<file path="src/rtl/gray_decoder.sv">
// rtl/gray_decoder.sv - Gray-to-binary decoder with sequence lock tracking and error counter
module gray_decoder #(
  parameter int WIDTH = 4,
  parameter int ERRW  = 8
) (
  input  logic             clk,
  input  logic             rst,
  input  logic             in_valid,
  input  logic [WIDTH-1:0] gray_in,
  output logic [WIDTH-1:0] bin_out,
  output logic             bin_valid,
  output logic             locked,
  output logic             step_err,
  output logic [ERRW-1:0]  err_count
);

  typedef enum logic [1:0] {
    ST_IDLE = 2'd0,
    ST_ACQ  = 2'd1,
    ST_LOCK = 2'd2
  } state_t;

  localparam logic [ERRW-1:0]  ERR_MAX  = {ERRW{1'b1}};
  localparam logic [WIDTH-1:0] DELTA_UP = WIDTH'(1);

  state_t           r_state;
  logic [WIDTH-1:0] r_prev;
  logic [WIDTH-1:0] r_bin;
  logic             r_bin_valid;
  logic             r_locked;
  logic             r_step_err;
  logic [ERRW-1:0]  r_err_count;

  logic [WIDTH-1:0] w_bin;
  logic [WIDTH-1:0] w_delta;
  logic             w_hold;
  logic             w_step;
  logic             w_break;

  // Each binary bit is the XOR of the gray bit at that position and every bit above it.
  always_comb begin
    w_bin = '0;
    for (int i = 0; i < WIDTH; i++) begin
      w_bin[i] = ^(gray_in >> i);
    end
  end

  // Classify the new sample against the previous one; modular subtraction makes 2^W-1 -> 0 a +1 step.
  always_comb begin
    w_delta = w_bin - r_prev;
    w_hold  = (w_delta == '0);
    w_step  = (w_delta == DELTA_UP);
    w_break = !(w_hold || w_step);
  end

  // Sequence-tracking FSM; every output is registered here so pulses align with bin_valid.
  always_ff @(posedge clk or posedge rst) begin
    if (rst) begin
      r_state     <= ST_IDLE;
      r_prev      <= '0;
      r_bin       <= '0;
      r_bin_valid <= 1'b0;
      r_locked    <= 1'b0;
      r_step_err  <= 1'b0;
      r_err_count <= '0;
    end else begin
      r_bin_valid <= 1'b0;
      r_step_err  <= 1'b0;
      if (in_valid) begin
        r_bin_valid <= 1'b1;
        r_bin       <= w_bin;
        r_prev      <= w_bin;
        case (r_state)
          ST_IDLE: begin
            r_state  <= ST_ACQ;
            r_locked <= 1'b0;
          end
          ST_ACQ: begin
            if (w_step) begin
              r_state  <= ST_LOCK;
              r_locked <= 1'b1;
            end
          end
          ST_LOCK: begin
            if (w_break) begin
              r_state    <= ST_ACQ;
              r_locked   <= 1'b0;
              r_step_err <= 1'b1;
              if (r_err_count != ERR_MAX) begin
                r_err_count <= r_err_count + ERRW'(1);
              end
            end
          end
          default: begin
            r_state  <= ST_IDLE;
            r_locked <= 1'b0;
          end
        endcase
      end
    end
  end

  assign bin_out   = r_bin;
  assign bin_valid = r_bin_valid;
  assign locked    = r_locked;
  assign step_err  = r_step_err;
  assign err_count = r_err_count;

endmodule

</file>
<file path="config.mk">
export PLATFORM = sky130hd
export DESIGN_NAME = gray_decoder
export DESIGN_NICKNAME = d
export VERILOG_FILES = /design/src/rtl/gray_decoder.sv
export SDC_FILE = /design/constraint.sdc
export NUM_CORES = 1
export LEC_CHECK = 0
export CORE_ASPECT_RATIO = 1.1
export CORE_MARGIN = 2
export CORE_UTILIZATION = 48
export DETAILED_ROUTE_END_ITERATION = 10
export PLACE_DENSITY = 0.88
export SLEW_MARGIN = 20
export SYNTH_ARGS = -nofsm -noshare
export SYNTH_HDL_FRONTEND = slang
export SYNTH_SLANG_ARGS = --single-unit
</file>
<file path="constraint.sdc">
create_clock -name clk -period 2.5 [get_ports clk]
set_input_delay 0.625 -clock clk [delete_from_list [all_inputs] [get_ports clk]]
set_output_delay 0.625 -clock clk [all_outputs]
set_load 0.05 [all_outputs]
</file>
==> summary.md <==
| Metric | Value |
|---|---|
| Outcome | finished with violations |
| Violated checks | negative setup slack |
| Worst max-slew margin expressed relative to the limit | slightly below 60% |
| RSZ-0062 raised after global routing | yes |
| Largest delay contributor family on the critical path | XOR/XNOR gates |
| Chip height | slightly above 50 um |
| Critical Path Slowest Stage Cell | sky130_fd_sc_hd__fa_2 |
| Net total in the final layout | 139 |
| Slack of the critical path | -0.0911 ns |
| Std-Cell Core Area | 1820 um2 |
| TritonCTS clock tree | done |
| GP Congestion | between 0.8 and 0.9 |
| Final max-slew violation count | 0 |
| Mapped Avg Cell Area | just under 10 um2 |
| Vias/cell | around 5.3 |
| CTS max path bufs | 2 |
| DR iter-0 viols | 27 |
| I/O pin count | 22 |
| Multi-input gate area | between 500 and 600 um2 |
| Total wire length | approximately 2.1 mm |
| H-tree depth | 1 |
| Post-placement setup slack | -0.844 ns |
| Async set or reset register ratio after synthesis | 100% |
| Post-synth EDFFs | 0 |
| Area growth from synthesis to layout | 42.6% |
| Share of synthesized area occupied by flip-flops and latches | 42.0% |
| Dominant register cell in the synthesized netlist | sky130_fd_sc_hd__dfrtp_1 |
| Maximum number of pins on one net before global-route repair | 17 |
| Sinks on the clock net | 16 |
| Number of placed instances with taps included | 148 |
| Clk Latency, worst-skew pair | between 0.2 and 0.3 ns |
| Worst Setup End Kind | flop |
| Total clock buffers created by CTS | 3 |
| Antenna Nets Post-Route | 0 |
| Post-layout min period | between 2 and 3 ns |
| Synth warnings | 0 |
| TNS Setup | -0.296 ns |
| Post-synthesis net count | about 110 |
| Cts hold-fix bufs | 0 |
| Library cell used as clock root buffer | sky130_fd_sc_hd__clkbuf_4 |
| WP data required | between 2 and 3 ns |
| Path class of the lowest-slack min-delay path | reg2reg |
| Max stage delay on crit path | roughly 0.37 ns |
| Top fanout value on the critical path | 2 |
| Initial antenna violation count | 0 |
| Grt ovf | 0 |
| Mean routed wirelength per cell | roughly 14 um |
| Final number of hold-violating endpoints | 0 |
| Vias in the first global route | 795 |
| Layout Skew | between 0.006 and 0.007 ns |
| Fraction of final layout cells with drive strength greater than 1 | roughly 27% |
| Leakage power | 0.568 nW |
| Clock transition at path regs | roughly 0.090 ns |
| Fillers | ~120 |
| Most used cell, CP | sky130_fd_sc_hd__xnor2_2 |
| Hold Slack | 0.535 ns |
| MaxCap Viol Count | 0 |
| Non-filler cells in the finished layout | between 150 and 200 |
| Antenna diodes | 0 |
| Transition time at the pin with the least slew margin | slightly above 0.6 ns |
| Critical path data arrival time | around 2.8 ns |
| Mapped cell area | 952 um2 |
| Starting density of the core | between 50% and 60% |
| Reg area | 400 um2 |
| Cell Rows | 16 |
| Number of detailed-routing iterations run before antenna repair | 5 |
| Post-synthesis cell count | 96 |
| Critical path class | in2reg |
| Worst ir drop on vdd | around 0.47 mV |
| Count of buffering cells on the critical path with inverters included | 1 |
| Floorplan die area | approximately 2400 um2 |
| HPWL Detailed | ~1.5 mm |
| Max Fclk | between 300 and 400 MHz |
| Via total after detailed routing | 817 |
| First-pass GRT wire length | approximately 3.5 mm |
| Highest-count cells in the layout ignoring fill and taps | sky130_fd_sc_hd__clkdlybuf4s50_1, sky130_fd_sc_hd__dfrtp_1, sky130_fd_sc_hd__nor2_1, sky130_fd_sc_hd__buf_4 |
| Final Util | 74.5% |
| Kind of launch point of the worst setup path | input port |
| Crit path cell chain | buf_8 > xnor2_4 > xnor2_2 > xnor2_2 > ha_2 > fa_2 > xnor2_2 > xnor2_2 > nand4_2 > nor3b_4 > mux2_4 |
| Post-route DRC | 0 |
| Setup violations, final | 4 |
| Power Dens Cells | between 600 and 700 nW/um2 |
| Flop and latch count out of synthesis | 16 |
| Total routing resource utilization after global routing | between 20% and 30% |
| Die Span X | about 46 um |
| Period utilisation layout | 104% |
| Total of buffers placed on input and output ports | 21 |
| Number of unique standard cell types used by synthesis | 35 |
| Most common cell after layout, fill and taps aside | sky130_fd_sc_hd__clkdlybuf4s50_1 |
## metrics by stage
| step | instance area, um2 | power (mW) |
|---|---|---|
| 2_1_floorplan | 983 | 0.603 |
| 3_3_place_gp | 1260 | 0.711 |
| 3_5_place_dp | 1260 | 0.722 |
| 4_1_cts | 1310 | 0.876 |
| 5_1_grt | 1360 | 0.953 |
| 6_report | 1360 | 0.899 |
## cell usage after synthesis (2+ instances only)
cell type	count	area, um2
sky130_fd_sc_hd__a21oi_1	5	25.0
sky130_fd_sc_hd__a31oi_1	2	12.5
sky130_fd_sc_hd__and2_1	2	12.5
sky130_fd_sc_hd__dfrtp_1	16	400
sky130_fd_sc_hd__ha_1	3	37.5
sky130_fd_sc_hd__inv_1	6	22.5
sky130_fd_sc_hd__nand2_1	6	22.5
sky130_fd_sc_hd__nand3_1	6	30.0
sky130_fd_sc_hd__nor2_1	8	30.0
sky130_fd_sc_hd__nor3_1	6	30.0
sky130_fd_sc_hd__nor3b_1	3	22.5
sky130_fd_sc_hd__o21ai_0	3	15.0
sky130_fd_sc_hd__xnor2_1	7	61.3
sky130_fd_sc_hd__xor2_1	2	17.5
## where the power goes
group | switching (mW) | leakage (nW) | internal [mW]
combinational | 0.240 | 0.348 | 0.195
sequential | 0.0401 | 0.206 | 0.291
clock | 0.0773 | 0.0138 | 0.0559
## per-layer routing
metal  vias to the layer above  global-route usage [%]  wire length [um]
li1                        400                       -                 -
met2                        23                    31.3              1040
met4                         0                    6.67                28
met5                         -                       0                 0
met1                       389                    28.3               953
met3                         5                    3.24                85
## worst paths after layout
| check | to | slack (ns) | depth (start not counted) | startpoint |
|---|---|---|---|---|
| max | err_count[1] | -0.09 | 11 | gray_in[2] |
| min reg2reg | err_count[5] | 0.53 | 1 | err_count[5] |
| max in group asynchronous | err_count[3] | 1.39 | 2 | rst |
| min in group asynchronous | bin_valid | 0.71 | 2 | rst |
| min | err_count[5] | 0.53 | 1 | err_count[5] |
| max reg2reg | err_count[1] | 0.41 | 7 | bin_out[0] |
## registers in the layout (all words and copies together), names as in the netlist
signal and cells:
bin_out 4, bin_valid 1, err_count 8, r_state 2
step_err 1
## area by class of cell
type / instances / share of cell area, %
Tap cell: 27 / 2.49
Clock buffer: 3 / 1.66
Multi-Input combinational cell: 71 / 43.6
Timing Repair Buffer: 30 / 21.1
Sequential cell: 16 / 29.5
Inverter: 6 / 1.66
## logic make-up after synthesis
| group | count (synthesis) | share of synthesized area (%) |
|---|---|---|
| AOI/OAI and AO/OA | 15 | 10.8 |
| xor gates and xnor gates | 9 | 8.28 |
| adders and majority gates | 4 | 6.05 |
| buffers and inverters | 9 | 4.73 |
| DFF | 16 | 42.0 |
| muxes | 2 | 2.76 |
| and+or+nand+nor | 41 | 25.4 |
## worst register-to-register path, stage by stage, from the launching register on
cell,delay (ns)
sky130_fd_sc_hd__dfrtp_1,0.41
sky130_fd_sc_hd__ha_2,0.21
sky130_fd_sc_hd__fa_2,0.37
sky130_fd_sc_hd__xnor2_2,0.21
sky130_fd_sc_hd__xnor2_2,0.15
sky130_fd_sc_hd__nand4_2,0.12
sky130_fd_sc_hd__nor3b_4,0.19
sky130_fd_sc_hd__mux2_4,0.31
## what timing repair did
action / 4_1_cts / 5_1_grt
gates cloned: 0 / 0
endpoints found under the setup margin: 11 / 11
pin swaps: 8 / 4
setup buffers: 1 / 1
resized for setup: 20 / 9
(Power assumes the default switching activity.)
